<file path="src/rtl/bpsk_bit_framer_if.sv">
// Byte stream handshake into the BPSK bit framer.
// The source drives data_in/data_valid; the framer answers with data_ready.
interface bpsk_bit_framer_if;
  logic [7:0] data_in;
  logic       data_valid;
  logic       data_ready;

  modport master (output data_in, output data_valid, input data_ready);
  modport slave  (input data_in, input data_valid, output data_ready);
endinterface

</file>
<file path="src/rtl/bpsk_bit_framer.sv">
// BPSK bit framer: takes bytes from a valid/ready stream, adds an alternating
// preamble per burst and serialises data MSB-first onto the phase bit.
// A one-byte holding register allows back-to-back bytes with no gap.
//
// state    | meaning
// ---------+--------------------------------------------------------------
// IDLE     | no burst; waits for en & a held byte, phase keeps last value
// PREAMBLE | sending 1,0,1,0,... preamble bits
// DATA     | shifting out the loaded byte; reloads from hold if a byte waits
module bpsk_bit_framer #(
  parameter int SAMPLES_PER_SYMBOL = 64,
  parameter int PREAMBLE_LEN       = 8,
  parameter int DIFF_ENC           = 0
) (
  input  logic                 clk,
  input  logic                 rstn,
  input  logic                 en,
  bpsk_bit_framer_if.slave     s_if,
  output logic                 phase,
  output logic                 carrier_en,
  output logic                 sym_strobe,
  output logic                 busy
);

  localparam int CW = $clog2(SAMPLES_PER_SYMBOL);
  // A zero-length preamble still needs a legal one-bit counter.
  localparam int PW = (PREAMBLE_LEN > 0) ? $clog2(PREAMBLE_LEN + 1) : 1;
  localparam logic [CW-1:0] SYM_LAST = CW'(SAMPLES_PER_SYMBOL - 1);
  localparam logic [PW-1:0] PRE_LAST = PW'((PREAMBLE_LEN > 0) ? PREAMBLE_LEN - 1 : 0);

  typedef enum logic [1:0] {IDLE, PREAMBLE, DATA} state_t;

  state_t          state_q, state_d;
  logic [CW-1:0]   sym_cnt_q, sym_cnt_d;
  logic [PW-1:0]   pre_cnt_q, pre_cnt_d;
  logic [2:0]      bit_cnt_q, bit_cnt_d;
  // Bits still to send after the one currently on phase, next bit in [6].
  logic [6:0]      shift_q, shift_d;
  logic [7:0]      hold_q, hold_d;
  logic            hold_full_q, hold_full_d;
  logic            phase_q, phase_d;
  logic            strobe_q, strobe_d;

  logic            accept;
  logic            boundary;
  logic            start_bit;
  logic            bit_val;
  logic            load;

  assign accept   = s_if.data_valid & ~hold_full_q;
  assign boundary = en & (state_q != IDLE) & (sym_cnt_q == SYM_LAST);

  // Next-state logic: handshake, symbol timer, FSM and phase update.
  always_comb begin
    state_d     = state_q;
    sym_cnt_d   = sym_cnt_q;
    pre_cnt_d   = pre_cnt_q;
    bit_cnt_d   = bit_cnt_q;
    shift_d     = shift_q;
    hold_d      = hold_q;
    hold_full_d = hold_full_q;
    start_bit   = 1'b0;
    bit_val     = 1'b0;
    load        = 1'b0;

    if (accept) begin
      hold_d      = s_if.data_in;
      hold_full_d = 1'b1;
    end

    if (en && (state_q != IDLE)) begin
      sym_cnt_d = boundary ? '0 : sym_cnt_q + 1'b1;
    end

    case (state_q)
      IDLE: begin
        if (en && hold_full_q) begin
          start_bit = 1'b1;
          if (PREAMBLE_LEN > 0) begin
            state_d   = PREAMBLE;
            pre_cnt_d = '0;
            bit_val   = 1'b1;
          end else begin
            state_d = DATA;
            load    = 1'b1;
          end
        end
      end
      PREAMBLE: begin
        if (boundary) begin
          start_bit = 1'b1;
          if (pre_cnt_q == PRE_LAST) begin
            state_d = DATA;
            load    = 1'b1;
          end else begin
            pre_cnt_d = pre_cnt_q + 1'b1;
            // Next index is k+1, whose bit ~(k+1)[0] equals k[0].
            bit_val   = pre_cnt_q[0];
          end
        end
      end
      DATA: begin
        if (boundary) begin
          if (bit_cnt_q == 3'd7) begin
            if (hold_full_q) begin
              start_bit = 1'b1;
              load      = 1'b1;
            end else begin
              state_d = IDLE;
            end
          end else begin
            start_bit = 1'b1;
            bit_val   = shift_q[6];
            shift_d   = {shift_q[5:0], 1'b0};
            bit_cnt_d = bit_cnt_q + 1'b1;
          end
        end
      end
      default: state_d = IDLE;
    endcase

    // Load never coincides with accept: ready is low while hold is full.
    if (load) begin
      bit_val     = hold_q[7];
      shift_d     = hold_q[6:0];
      bit_cnt_d   = '0;
      hold_full_d = 1'b0;
    end

    if (start_bit) begin
      phase_d = (DIFF_ENC != 0) ? (phase_q ^ bit_val) : bit_val;
    end else begin
      phase_d = phase_q;
    end
    strobe_d = start_bit;
  end

  // State registers; async reset aborts any burst and drops the held byte.
  always_ff @(posedge clk or negedge rstn) begin
    if (!rstn) begin
      state_q     <= IDLE;
      sym_cnt_q   <= '0;
      pre_cnt_q   <= '0;
      bit_cnt_q   <= '0;
      shift_q     <= '0;
      hold_q      <= '0;
      hold_full_q <= 1'b0;
      phase_q     <= 1'b0;
      strobe_q    <= 1'b0;
    end else begin
      state_q     <= state_d;
      sym_cnt_q   <= sym_cnt_d;
      pre_cnt_q   <= pre_cnt_d;
      bit_cnt_q   <= bit_cnt_d;
      shift_q     <= shift_d;
      hold_q      <= hold_d;
      hold_full_q <= hold_full_d;
      phase_q     <= phase_d;
      strobe_q    <= strobe_d;
    end
  end

  assign s_if.data_ready = ~hold_full_q;
  assign phase           = phase_q;
  assign sym_strobe      = strobe_q;
  assign carrier_en      = en & (state_q != IDLE);
  assign busy            = (state_q != IDLE) | hold_full_q;

endmodule
</file>
<file path="src/flat_wrapper.sv">
// flat-port wrapper written by rule: the top's interface ports become plain ports
module bpsk_bit_framer_flat 
#(
  parameter int SAMPLES_PER_SYMBOL = 64,
  parameter int PREAMBLE_LEN       = 8,
  parameter int DIFF_ENC           = 0
)
  (clk, rstn, en, phase, carrier_en, sym_strobe, busy, s_if_data_in, s_if_data_valid, s_if_data_ready);
  bpsk_bit_framer_if s_if_i ();
  input  logic clk;
  input  logic rstn;
  input  logic en;
  output logic phase;
  output logic carrier_en;
  output logic sym_strobe;
  output logic busy;
  input wire logic [$bits(s_if_i.data_in)-1:0] s_if_data_in;
  input wire logic [$bits(s_if_i.data_valid)-1:0] s_if_data_valid;
  output wire logic [$bits(s_if_i.data_ready)-1:0] s_if_data_ready;
  assign s_if_i.data_in = s_if_data_in;
  assign s_if_i.data_valid = s_if_data_valid;
  assign s_if_data_ready = s_if_i.data_ready;
  bpsk_bit_framer #(.SAMPLES_PER_SYMBOL(SAMPLES_PER_SYMBOL), .PREAMBLE_LEN(PREAMBLE_LEN), .DIFF_ENC(DIFF_ENC)) u_core (.clk(clk), .rstn(rstn), .en(en), .s_if(s_if_i), .phase(phase), .carrier_en(carrier_en), .sym_strobe(sym_strobe), .busy(busy));
endmodule
</file>
<file path="config.mk">
export PLATFORM = sky130hd
export DESIGN_NAME = bpsk_bit_framer_flat
export DESIGN_NICKNAME = d
export VERILOG_FILES = /design/src/rtl/bpsk_bit_framer_if.sv /design/src/rtl/bpsk_bit_framer.sv /design/src/flat_wrapper.sv
export SDC_FILE = /design/constraint.sdc
export NUM_CORES = 1
export LEC_CHECK = 0
export BUFFER_PORTS_ARGS = -buffer_cell sky130_fd_sc_hd__buf_4
export CAP_MARGIN = 30
export CORE_MARGIN = 2
export CORE_UTILIZATION = 50
export CTS_BUF_LIST = sky130_fd_sc_hd__clkbuf_16
export CTS_CLUSTER_DIAMETER = 40
export DETAILED_ROUTE_END_ITERATION = 10
export PLACE_DENSITY = 0.69
export RECOVER_POWER = 100
export SLEW_MARGIN = 40
export SYNTH_ARGS = -nofsm -noshare
export SYNTH_HDL_FRONTEND = slang
export SYNTH_SLANG_ARGS = --single-unit
</file>
<file path="constraint.sdc">
create_clock -name clk -period 2.4 [get_ports clk]
set_input_delay 0.6 -clock clk [delete_from_list [all_inputs] [get_ports clk]]
set_output_delay 0.6 -clock clk [all_outputs]
set_load 0.05 [all_outputs]
</file>
* After elaboration in Yosys (flattened, before gate mapping)
Cells that the tools add are included.
** Word-level totals
- Register bits :: 33
- Latch bits :: 0
- Bits in writable memories :: 0
- Bits in read-only memories :: 0
- Bits of input ports :: 12
- Output and inout bits :: 5
- Logic and storage cells :: 80
- Memories :: 0
** Operators by class
- Add/subtract/negate cells :: 3
- Multiply operators :: 0
- Divide/modulo/power cells :: 0
- Magnitude comparators :: 0
- Equal/unequal tests :: 13
- Shift-type cells :: 0
- Multiplexer cells :: 39
- Bitwise logic cells :: 5
- Reductions and logical operators :: 11
** Operators with widths (number)
- two-way mux 7 bit :: 4
- two-way mux 1 bit :: 16
- two-way mux 2 bit :: 6
- two-way mux 3 bit :: 4
- two-way mux 4 bit :: 3
- != test 2 x 1 -> 1 bit, second input constant :: 6
- nonzero test 2 bit :: 5
- case mux 4 bit (2 select lines) :: 1
- adder 6 x 1 -> 6 bit, second input constant :: 1
- == test 6 bit, second input constant :: 1
- two-way mux 6 bit :: 1
- case mux 1 bit (3 select lines) :: 2
- case mux 2 bit (3 select lines) :: 1
- AND reduction 6 bit :: 1
- adder 4 x 1 -> 4 bit, second input constant :: 1
- == test 4 x 3 -> 1 bit, second input constant :: 1
- != test 2 bit, second input constant :: 2
- AND reduction 4 bit :: 1
- adder 3 x 1 -> 3 bit, second input constant :: 1
- bitwise AND 1 bit :: 3
- == test 3 bit, second input constant :: 1
- AND reduction 3 bit :: 1
- == test 2 x 1 -> 1 bit, second input constant :: 1
- == test 2 bit, second input constant :: 1
- 5 further kinds :: 6

* Logic depth before layout (Yosys ltp)
- Depth after elaboration :: 7
- Mapped depth :: 8
- Mapped depth without buffers :: 7

* Worst setup path after synthesis
OpenSTA, ideal clock, no wires.
- Path kind :: reg-to-reg
- Start :: register u_core.state_q[0]
- End :: register u_core.state_q[0]
- Setup time :: 0.128 ns
- Arrival time :: 1.787 ns
- Path slack :: 0.485 ns
- Stages on the path, launching flop included :: 9
- Period minus slack after synthesis :: 1.915 ns
- Cells stage by stage :: dfrtp_1 > inv_1 > ha_1 > buf_6 > and3b_2 > nand2_1 > a21o_1 > a21oi_1 > mux2_1
** On the way
- Elaborated cells between the ends (all ways) :: 14
- Classes of those cells :: 8 x eq/ne; 1 x mux; 2 x bitwise; 3 x reduce/logical
** RTL lines
- start, declared :: RTL line bpsk_bit_framer.sv:33 : state_t state_q, state_d;
- start signal, assigned :: RTL line bpsk_bit_framer.sv:151 : state_q <= state_d;
- == test 2 bit, or another cell as far along :: RTL line bpsk_bit_framer.sv:75 : case (state_q)
- case mux 2 bit (3 select lines) * :: RTL line bpsk_bit_framer.sv:75
- via u_core.state_d[0] :: RTL line bpsk_bit_framer.sv:33
The timed path passes the listed nets; every way through them passes the cells marked *.
A chain may end at the register's enable or synchronous reset.

* Worst setup path in the final report
- Start :: register u_core.state_q[0]
- End :: output port carrier_en
** On the way
- Cells in the longest elaborated chain, start to end :: 2
** Ends and longest elaborated chain
- nonzero test 2 bit :: RTL line bpsk_bit_framer.sv:166 : assign carrier_en = en & (state_q != IDLE);
- bitwise AND 1 bit :: RTL line bpsk_bit_framer.sv:166
- end, declared :: RTL line flat_wrapper.sv:14 : output logic carrier_en;
Every way passes these cells.

==> results.json <==
{
  "dp_hpwl_mm": 2.35,
  "r2r_setup_slack_ps": 230,
  "ios": 17,
  "ys.flop_type": "dfrtp_1",
  "clk_latency_ps": 280,
  "rsz0062_at_grt": "no",
  "fin_setup_tns_ps": 0,
  "place_area_mm2": 0.00190,
  "crit_family": "buffers and inverters",
  "total_leakage_power_nw": 0.962,
  "setup.worst_path.end_class": "primary output",
  "port_buffers": 16,
  "layout_commonest_cell": "dfrtp_1",
  "wl_mm": 3.22,
  "rr_endpoint": "u_core.phase",
  "fin_crit_sh_pct": 94.3,
  "cts_buffers": 5,
  "viasPerCell": 5.39,
  "place.gp.congestion": 0.844,
  "p_sw_mw": 0.405,
  "synth-seq-cells": 33,
  "nets": 199,
  "total_power_mw": 1.69,
  "setup_viol": 0,
  "root_buffer": "clkbuf_16",
  "min_to": "u_core.shift_q[6]",
  "core_area_mm2": 0.00334,
  "drc": 0,
  "cpPeakStageDelay_ps": 390,
  "clockBufferDepth": 2,
  "p_sw_share_pct": 23.9,
  "first_pass_iters": 5,
  "num-fill-cells": 288,
  "clock-sinks": 33,
  "critPathSlowestCell": "dfrtp_1",
  "ir_worst_vdd_uv": 642,
  "yosysUniqueCellTypes": 40,
  "die_h_um": 62.8,
  "hold_viol": 0,
  "cp_data_required_time_ps": 1800,
  "crit_path_cell_trace": "inv_1 -> ha_2 -> or2b_1 -> inv_1 -> buf_4",
  "hold_slack_ps": 473,
  "reg2reg_from": "u_core.state_q[0]",
  "path_clk_slew_ps": 60,
  "htree_levels": 2,
  "cap_violations": 1,
  "power_density_mw_per_mm2": 821,
  "yosys.area.top_type": "dfrtp_1",
  "layout_common_cells": "33 x dfrtp_1, 22 x nand2_1, 12 x buf_4",
  "ant_nets": 0,
  "synth_area_mm2": 0.00173,
  "crit_buf_inv": 3,
  "timing.fmax_ghz": 0.442,
  "worst_pin_slew_ps": 1690,
  "fin_area_mm2": 0.00206,
  "die_area_mm2": 0.00394,
  "syn_avg_cell_area_um2": 10.9,
  "status": "complete, but fails checks",
  "hold_depth": 2,
  "final_layout_size_suffix_gt1_share_pct": 21.7,
  "grt_pass1_wl_mm": 5.69,
  "wl_per_cell_um": 14.3,
  "clock_skew_ps": 3.21,
  "drt_iter0_markers": 64,
  "synth_top_area_share_pct": 47.8,
  "startpoint_type": "register",
  "yosysWarnings": 0,
  "relSlewSlack_pct": -12.6,
  "grt_use_total_pct": 18.9,
  "start_util_pct": 51.8,
  "clkPwrFrac_pct": 49.8,
  "critPathKind": "reg2out",
  "rows": 21,
  "area_growth_pct": 19.4,
  "r2r.worst_path.cells": 6,
  "hold_path_class": "reg2reg",
  "synth_area_leaders": "dfrtp_1 48%, mux2_2 6.5%, ha_1 5.8%",
  "p_seq_share_pct": 41.2,
  "p_int_mw": 1.29,
  "combPwrFrac_pct": 9.1,
  "cts_tree": "yes",
  "crit_path_frequent_cell": "inv_1",
  "grt_pass1_vias": 1253,
  "synth-async-reset-ratio_pct": 100,
  "crit_fanout": 12,
  "die_w_um": 62.8,
  "cts_setup_buffers": 0,
  "layout_min_cycle_time_ps": 2260,
  "seq_area_frac_synth_pct": 47.8,
  "synth-edff-count": 0,
  "violations": "max-capacitance violations, max-slew violations",
  "antenna_found_initial": 0,
  "hold_start": "u_core.shift_q[6]",
  "grt_start_max_net_pins": 34,
  "grt_overflow": 0,
  "vias": 1219,
  "syn-num-nets": 178,
  "insertedDiodeCount": 0,
  "timing.final.max_slew_violations": 34,
  "critical_path_arrival_ps": 1660,
  "syn-instance-count": 158
}
[repair_timing]
action                                  CTS  global route
resized for setup                         0             1
endpoints found under the setup margin    0             2
hold buffers                              0             0
[flip-flops by register name, summed over array words and instances, names as in the netlist]
name                cells
u_core.hold_full_q      1
u_core.state_q          2
u_core.sym_strobe       1
u_core.bit_cnt_q        3
u_core.phase            1
u_core.shift_q          7
u_core.hold_q           8
u_core.sym_cnt_q        6
u_core.pre_cnt_q        4
[area by class of cell]
cell class                      instances  area [um2]  share of cell area (%)
Sequential cell                        33         826                    40.0
Inverter                                7        26.3                    1.27
Clock inverter                          3        68.8                    3.34
Tap cell                               46        57.6                    2.79
Clock buffer                            5         125                    6.06
Multi-Input combinational cell        113         841                    40.8
Timing Repair Buffer                   19         119                    5.76
[layer usage]
layer	wire length (um)	up-vias	global-route usage [%]	part of all wire (%)
li1	-	602	-	-
met1	1420	587	22.8	44
met2	1590	24	30.6	49
met3	139	6	5.23	4.3
met4	71	0	10.3	2.2
met5	0	-	0	0
[cells in the mapped netlist (3+ instances only)]
library cell,n
o21ai_0,8
mux2i_1,5
nand3_1,5
dfrtp_1,33
buf_2,3
nand2_1,22
nor2_1,9
mux2_2,10
inv_1,7
ha_1,8
xnor2_1,3
a22oi_1,6
a21oi_1,6
[power groups by stage]
stage,sequential [mW],combinational (mW),clock (mW)
floorplan,0.689,0.116,0
global placement,0.704,0.155,0
detailed placement,0.706,0.163,0
CTS,0.697,0.164,0.854
global route,0.707,0.173,0.889
finish,0.697,0.154,0.843
[logic make-up after synthesis]
group	Yosys count	share of synthesized area (%)
fa+ha+maj	8	5.79
buf+inv	12	3.26
compound gates	31	12.8
xor+xnor	3	1.52
flops	33	47.8
mux	16	10.1
simple gates	55	18.8
[worst max-delay path by stage]
stage / depth (start not counted) / to / startpoint
global route: 5 / carrier_en / u_core.state_q[0]
global placement: 7 / u_core.pre_cnt_q[3] / u_core.state_q[0]
finish: 5 / carrier_en / u_core.state_q[0]
detailed placement: 7 / u_core.pre_cnt_q[3] / u_core.state_q[0]
floorplan: 8 / u_core.state_q[0] / u_core.state_q[0]
CTS: 5 / carrier_en / u_core.state_q[0]
[metrics by stage]
step / worst slack, ps / utilization, % / instances
6_report: 138 / 61.8 / 226
5_1_grt: 41.2 / 61.8 / 226
4_1_cts: 16.7 / 62.9 / 226
3_5_place_dp: 183 / 57.1 / 218
3_3_place_gp: 301 / 57.1 / 218
2_1_floorplan: 485 / - / 158
[worst register-to-register path, delay by kind of cell (launching register included)]
kind / cells / cell delay [ps]
buffers and inverters: 1 / 90
multiplexers: 1 / 320
adder cells (fa/ha/maj): 1 / 300
AND/OR/NAND/NOR: 1 / 270
AO/OA/AOI/OAI: 2 / 680
flip-flops: 1 / 390
No activity file was read; power rests on OpenSTA's default activity.
